### src/rtl/spi_read.sv
// SPI mode-0 read master: clocks one Width-bit word in from an ADC, MSB first,
// with cs/dclk derived from clk_i through a programmable phase divider.
module spi_read #(
  parameter int Width    = 16,
  parameter int DivWidth = 8
) (
  input  logic                clk_i,
  input  logic                rst_i,
  input  logic                strr_i,
  input  logic [DivWidth-1:0] kmax_i,
  input  logic                miso_i,
  output logic [Width-1:0]    data_o,
  output logic                cs_o,
  output logic                dclk_o,
  output logic                busy_o,
  output logic                eor_o
);

  localparam int CntWidth = $clog2(Width + 1);
  localparam logic [CntWidth-1:0] CntLast = CntWidth'(Width);

  typedef enum logic [2:0] {
    IDLE  = 3'd0,
    START = 3'd1,
    HIGH  = 3'd2,
    LOW   = 3'd3,
    DONE  = 3'd4
  } state_t;

  state_t              state_r;
  logic [DivWidth-1:0] div_r;
  logic [DivWidth-1:0] kmax_r;
  logic [CntWidth-1:0] cnt_r;
  logic [Width-1:0]    shift_r;
  logic                tick_s;

  // Phase tick: last clk cycle of the current dclk phase.
  assign tick_s = (div_r == kmax_r);

  // Frame sequencer; every output is set on the edge that enters the state it belongs to.
  always_ff @(posedge clk_i or negedge rst_i) begin
    if (!rst_i) begin
      state_r <= IDLE;
      div_r   <= {DivWidth{1'b0}};
      kmax_r  <= {DivWidth{1'b0}};
      cnt_r   <= {CntWidth{1'b0}};
      shift_r <= {Width{1'b0}};
      data_o  <= {Width{1'b0}};
      cs_o    <= 1'b1;
      dclk_o  <= 1'b0;
      busy_o  <= 1'b0;
      eor_o   <= 1'b0;
    end else begin
      eor_o <= 1'b0;
      case (state_r)
        IDLE: begin
          div_r  <= {DivWidth{1'b0}};
          dclk_o <= 1'b0;
          if (strr_i) begin
            state_r <= START;
            kmax_r  <= kmax_i;
            cnt_r   <= {CntWidth{1'b0}};
            cs_o    <= 1'b0;
            busy_o  <= 1'b1;
          end else begin
            cs_o   <= 1'b1;
            busy_o <= 1'b0;
          end
        end
        START, LOW: begin
          if (tick_s) begin
            // Rising dclk edge: this is where miso is sampled.
            state_r <= HIGH;
            div_r   <= {DivWidth{1'b0}};
            dclk_o  <= 1'b1;
            shift_r <= {shift_r[Width-2:0], miso_i};
            cnt_r   <= cnt_r + CntWidth'(1);
          end else begin
            div_r <= div_r + DivWidth'(1);
          end
        end
        HIGH: begin
          if (tick_s) begin
            div_r  <= {DivWidth{1'b0}};
            dclk_o <= 1'b0;
            if (cnt_r == CntLast) begin
              state_r <= DONE;
              cs_o    <= 1'b1;
              data_o  <= shift_r;
              eor_o   <= 1'b1;
            end else begin
              state_r <= LOW;
            end
          end else begin
            div_r <= div_r + DivWidth'(1);
          end
        end
        DONE: begin
          state_r <= IDLE;
          cnt_r   <= {CntWidth{1'b0}};
          div_r   <= {DivWidth{1'b0}};
          busy_o  <= 1'b0;
        end
        default: begin
          state_r <= IDLE;
          cnt_r   <= {CntWidth{1'b0}};
          div_r   <= {DivWidth{1'b0}};
          cs_o    <= 1'b1;
          dclk_o  <= 1'b0;
          busy_o  <= 1'b0;
        end
      endcase
    end
  end

endmodule

### config.mk
export PLATFORM = sky130hd
export DESIGN_NAME = spi_read
export DESIGN_NICKNAME = d
export VERILOG_FILES = /design/src/rtl/spi_read.sv
export SDC_FILE = /design/constraint.sdc
export NUM_CORES = 1
export LEC_CHECK = 0
export CORE_MARGIN = 3
export CORE_UTILIZATION = 59
export CTS_CLUSTER_SIZE = 30
export DETAILED_ROUTE_END_ITERATION = 16
export GPL_ROUTABILITY_DRIVEN = 0
export PLACE_DENSITY = 0.84
export SLEW_MARGIN = 20
export SYNTH_ARGS = -nofsm -noshare
export SYNTH_HDL_FRONTEND = slang
export SYNTH_SLANG_ARGS = --single-unit
### constraint.sdc
create_clock -name clk_i -period 4.15 [get_ports clk_i]
set_input_delay 0.415 -clock clk_i [delete_from_list [all_inputs] [get_ports clk_i]]
set_output_delay 0.415 -clock clk_i [all_outputs]
set_load 0.01 [all_outputs]
==> flow_metrics.py, run 1 <==
metrics = {
    "outcome": {
        "status": "complete, no violations",
    },
    "placement": {
        "place_hpwl_um": 3379,
        "io_buffers": 31,
        "placed_area_um2": 2894,
        "dp.cells": 267,
    },
    "synthesis": {
        "ys_types": 38,
        "synth.area.mux_share_pct": 18.37,
        "synthAdderAreaFrac_pct": 1.466,
        "synth_edf_count": 0,
        "synth_top_family_by_area": "multiplexers",
        "synth_compound_area_share_pct": 4.397,
        "syn_inst": 191,
        "ys.flop_type": "dfrtp_1",
        "yosys.area_share.simple_pct": 10.01,
        "yosys_warnings": 0,
        "syn_nets": 206,
        "syn_area_um2": 2561,
        "synth_seq_cells": 60,
        "seq_area_frac_synth_pct": 58.67,
        "synth_xor_area_share_pct": 5.129,
        "avgSynthCellArea_um2": 13.41,
        "async_flop_share_pct": 100.0,
    },
    "die": {
        "pin_count": 32,
        "die_h_um": 71.89,
        "die-area_um2": 5167,
        "core_um2": 4086,
        "initial_core_util_pct": 62.68,
        "die_w_um": 71.89,
        "row_count": 23,
    },
    "cts": {
        "clockBufferDepth": 2,
        "clock_latency_ps": 320,
        "h-tree-depth": 3,
        "cts_sinks": 60,
        "ctsResizeCount": 0,
        "cts_hold_repair.buffers": 0,
        "cts-root-buf": "clkbuf_8",
        "cts_setup_buffers": 0,
        "cts_tree": "done",
        "clk_pin_slew_ps": 70,
        "cts_inserted_buffers": 9,
    },
    "final_layout": {
        "finish.cell_count_without_fillers": 283,
        "finalInstanceArea_um2": 3073,
        "seqCellArea_um2": 1503,
        "antenna_cells": 0,
        "syn2layout_area_growth_pct": 19.98,
        "multiInputGateArea_um2": 1008,
        "drive_gt1_share_pct": 26.18,
        "post-route-util_pct": 75.20,
        "num-nets-final": 243,
        "fill_cells": 240,
    },
    "grt": {
        "grt_overflow": 0,
        "antenna_found_initial": 0,
        "grt_max_degree": 61,
        "grt_pass1_wl_um": 8204,
        "grt_pass1_vias": 1691,
        "track_usage_pct": 20.76,
    },
    "worst_setup_path": {
        "crit_chain": "xnor2_1 > nand4_1 > or3_1 > nor3_4 > mux2_2",
        "reg2regPathDepth": 5,
        "cp.required_ps": 4350,
        "r2r_end": "data_o[2]",
        "path_class": "flip-flop to flip-flop",
        "startpoint_type": "flip-flop",
        "cpLargestDelayFamily": "simple AND/OR/NAND/NOR gates",
        "critPathArrivalTime_ps": 2850,
        "r2r_slack_ps": 1510,
        "crit_buf_inv": 0,
        "reg2reg_from": "div_r[2]",
        "slowest_stage": "nor3_4",
        "path_max_fanout": 16,
        "cp-end-kind": "flip-flop",
        "crit_path_max_incr_delay_ps": 770,
    },
    "detailed_routing": {
        "drt_iter0_markers": 210,
        "met3_length_um": 216,
        "wire_per_inst_um": 17.00,
        "drc": 0,
        "dr_wl_met2_um": 2419,
        "dr.pass1.iters": 4,
        "wirelength_um": 4811,
        "postRouteAntennaNets": 0,
        "topRoutingLayerUsed": "met4",
        "avgViaCountPerCell": 5.746,
        "drt-met1-wl_um": 2128,
        "vias": 1626,
    },
    "sta": {
        "clock_skew_ps": 13.27,
        "worstMarginPinSlew_ps": 833.9,
        "finalMaxSlewViolations": 0,
        "setup_viol": 0,
        "max_freq_mhz": 378.1,
        "period_minus_slack_ps": 2645,
        "tns_ps": 0,
        "final-hold-violation-count": 0,
        "relSlewSlack_pct": 44.20,
        "rsz0062_at_grt": "false",
        "hold_ws_ps": 231.4,
        "period_share_pct": 63.73,
    },
    "pwr": {
        "vdd_drop_max_uv": 389.0,
        "power.static_leakage_nw": 1.413,
        "powerDensity_nw_per_um2": 561.7,
    },
    "worst_hold_path": {
        "hp-class": "input pin to asynchronous set/reset pin",
    },
    "flow_run": {
        "max_cap_violations": 0,
    },
}
## layer usage
| layer | global-route usage, % | vias to the layer above |
|---|---|---|
| li1 | - | 757 |
| met1 | 27.79 | 815 |
| met2 | 33.57 | 49 |
| met3 | 4.769 | 5 |
| met4 | 7.098 | 0 |
| met5 | 0 | - |
## worst reg2reg max path: stages, from the launching register on
cell and delay, ps:
dfrtp_1 410, xnor2_1 180, nand4_1 150, or3_1 600, nor3_4 770, mux2_2 420
## worst max path at each step
stage | startpoint | depth (start not counted) | to
floorplan | div_r[3] | 7 | data_o[0]
detailed placement | div_r[2] | 5 | data_o[8]
global route | div_r[3] | 5 | data_o[2]
global placement | div_r[2] | 5 | data_o[5]
finish | div_r[2] | 5 | data_o[2]
CTS | div_r[2] | 5 | data_o[2]
## cell usage in the layout (no fill, tap or decap), types with 3 or more instances in the layout
cell / Yosys / routed
clkdlybuf4s50_1: 0 / 30
dfrtp_1: 59 / 59
mux2_2: 40 / 40
clkbuf_8: 0 / 11
nand2b_1: 3 / 3
xnor2_1: 13 / 13
nor2_1: 14 / 14
clkinv_2: 0 / 3
and3_1: 3 / 3
ha_1: 3 / 3
nand2_1: 8 / 8
nand3_1: 5 / 5
a21oi_1: 3 / 3
nor3_1: 3 / 3
## metrics by stage
stage	total power, mW	worst slack (ps)
global placement	1.240	1587
finish	1.726	1505
detailed placement	1.273	1514
floorplan	1.144	2016
global route	1.825	1319
CTS	1.739	1504
## final cells by class
type                            instances  area share [%]
Tap cell                               50           2.036
Multi-Input combinational cell        123           32.82
Inverter                                2          0.2443
Timing Repair Buffer                   32           10.18
Clock buffer                           12           5.049
Clock inverter                          4          0.7736
Sequential cell                        60           48.90
## synth_stat cells, drive strengths merged (3+ instances only)
cell    instances  area, um^2
nand2           8       30.03
buf             4       35.03
nor2           15       58.81
ha              3       37.54
mux2           40       450.4
a21oi           3       15.01
dfrtp          59        1476
nand2b          3       18.77
nand3           5       25.02
and3            3       18.77
xnor2          13       113.9
nor3            5       41.29
## state kept, by name, indices dropped and copies added, names as in the netlist
name and cells:
data_o 16, dclk_o 1, busy_o 1, div_r 8, eor_o 1, cs_o 1, shift_r 16, state_r 3
kmax_r 8, cnt_r 5
## power breakdown
part | switching [mW] | internal (mW) | total, mW
combinational | 0.204 | 0.224 | 0.428
clock | 0.214 | 0.247 | 0.461
sequential | 0.126 | 0.711 | 0.837
total | 0.544 | 1.18 | 1.73
## cell families after synthesis
kind of cell,Yosys count
AOI/OAI and AO/OA,15
buffers and inverters,8
DFF,60
adders and majority gates,3
xor gates and xnor gates,15
and+or+nand+nor,48
muxes,42
No activity file was read; power rests on OpenSTA's default activity.
==> inputs of run 2 (changes only) <==
- CORE_UTILIZATION: 59 -> 49
- PLACE_DENSITY: 0.84 -> 0.75
- clock period: 4.15 -> 2.4 ns (I/O delays scaled with it)
==> run 2 against run 1 <==
  * Hold slack better by 170 ps
  * Utilization down 10 points
  * Non-clock buffer count up 8
  * Critical path depth up 1
  * Total power up 72%
  * Global-route usage down 3.9 points
  * Routed wire length down 9.6%
  * Clock power up 66%
  * Combinational power up 74%
  * Die area up 19%
==> flow_metrics.py, run 2 (same netlist as run 1, synthesis figures left out) <==
metrics = {
    "sta": {
        "tns_ps": 0,
        "final-hold-violation-count": 0,
        "hold_ws_ps": 404.4,
        "max_freq_mhz": 459.3,
        "period_minus_slack_ps": 2177,
        "worstMarginPinSlew_ps": 512.6,
        "period_share_pct": 90.72,
        "rsz0062_at_grt": "false",
        "setup_viol": 0,
        "finalMaxSlewViolations": 0,
        "clock_skew_ps": 11.65,
        "relSlewSlack_pct": 65.83,
    },
    "cts": {
        "clockBufferDepth": 2,
        "cts_inserted_buffers": 9,
        "ctsResizeCount": 0,
        "cts_sinks": 60,
        "cts-root-buf": "clkbuf_8",
        "cts_hold_repair.buffers": 1,
        "cts_setup_buffers": 0,
        "clk_pin_slew_ps": 70,
        "h-tree-depth": 3,
        "clock_latency_ps": 330,
        "cts_tree": "done",
    },
    "worst_setup_path": {
        "r2r_end": "cnt_r[4]",
        "r2r_slack_ps": 220,
        "critPathArrivalTime_ps": 2440,
        "cpLargestDelayFamily": "simple AND/OR/NAND/NOR gates",
        "reg2regPathDepth": 6,
        "cp.required_ps": 2660,
        "crit_chain": "xnor2_1 > nand4_1 > or3_1 > buf_4 > or4b_1 > a21oi_1",
        "crit_path_max_incr_delay_ps": 500,
        "crit_buf_inv": 1,
        "worstSetupPathDepth": 6,
        "path_class": "flip-flop to flip-flop",
        "startpoint_type": "flip-flop",
        "cp-end-kind": "flip-flop",
        "startpoint": "div_r[3]",
        "endpoint": "cnt_r[4]",
        "slowest_stage": "or4b_1",
        "path_max_fanout": 11,
        "reg2reg_from": "div_r[3]",
    },
    "die": {
        "die_w_um": 78.30,
        "core_um2": 4880,
        "pin_count": 32,
        "row_count": 25,
        "initial_core_util_pct": 52.49,
        "die-area_um2": 6130,
        "die_h_um": 78.30,
    },
    "final_layout": {
        "seqCellArea_um2": 1503,
        "layout.cells.most_common": "dfrtp_1",
        "multiInputGateArea_um2": 1008,
        "antenna_cells": 0,
        "syn2layout_area_growth_pct": 23.35,
        "finish.cell_count_without_fillers": 308,
        "layout_common_cells": "dfrtp_1, mux2_2, clkdlybuf4s50_1",
        "fill_cells": 405,
        "top_regs": "data_o x16, shift_r x16",
        "drive_gt1_share_pct": 28.22,
        "num-nets-final": 251,
    },
    "grt": {
        "track_usage_pct": 16.89,
        "grt_pass1_wl_um": 7962,
        "grt_max_degree": 25,
        "grt_pass1_vias": 1650,
        "antenna_found_initial": 0,
        "grt_overflow": 0,
    },
    "placement": {
        "dp.cells": 291,
        "io_buffers": 31,
        "place_hpwl_um": 3047,
    },
    "detailed_routing": {
        "wire_per_inst_um": 14.12,
        "drc": 0,
        "wirelength_um": 4350,
        "drt_iter0_markers": 83,
        "postRouteAntennaNets": 0,
        "dr.pass1.iters": 5,
        "avgViaCountPerCell": 5.273,
        "vias": 1624,
    },
    "worst_hold_path": {
        "hp-class": "input pin to asynchronous set/reset pin",
    },
    "pwr": {
        "p_seq_share_pct": 49.0,
        "power.static_leakage_nw": 1.449,
        "cellInternalPower_mw": 2.034,
        "p_sw_share_pct": 31.36,
        "clock_power_share_pct": 25.8,
        "powerDensity_nw_per_um2": 937.7,
        "p_comb_share_pct": 25.2,
        "vdd_drop_max_uv": 655.8,
        "switchingPower_uw": 929.1,
    },
    "outcome": {
        "status": "complete, no violations",
    },
    "flow_run": {
        "max_cap_violations": 0,
    },
}
[run 2: cell count changes in the layout (fill, tap and decap cells not counted), sizes merged]
cell / change
clkinvlp: +1
buf: +7
dlygate4sd3: +1
clkbuf: -1
[run 2: final cells by class]
type	instances	share of cell area, %
tap	67	2.653
clock buffer	11	4.475
clock inverter	5	0.8713
inverter	2	0.2376
timing repair buffer	40	12.28
sequential	60	47.56
multi-input combinational	123	31.92
[run 2: worst min path at each step]
stage            endpoint  slack (ps)
6_report       data_o[13]         400
2_1_floorplan      busy_o         -60
3_5_place_dp   data_o[13]         240
3_3_place_gp   data_o[13]         250
5_1_grt        data_o[13]         470
4_1_cts        data_o[13]         410
[run 2: power by group through the flow]
stage | registers [mW] | clock network, mW | logic [mW]
2_1_floorplan | 1.41 | 0 | 0.568
3_3_place_gp | 1.46 | 0 | 0.736
3_5_place_dp | 1.47 | 0 | 0.746
4_1_cts | 1.45 | 0.783 | 0.757
5_1_grt | 1.50 | 0.840 | 0.836
6_report | 1.45 | 0.764 | 0.745
[run 2: stage by stage]
stage | area [um^2] | worst slack, ps | power, mW | util, %
floorplan | 2561 | 265.7 | 1.979 | -
global placement | 2980 | 331.4 | 2.194 | 61.08
detailed placement | 2980 | 217.1 | 2.214 | 61.08
CTS | 3159 | 210.8 | 2.994 | 64.74
global route | 3159 | 62.79 | 3.172 | 64.74
finish | 3159 | 222.6 | 2.963 | 64.74
[run 2: metal layers]
metal  GRT usage, %  share of wire (%)
met1          23.13                 47
met2          24.40                 48
met5              0                  0
met3          4.358                3.4
met4          9.615                1.6
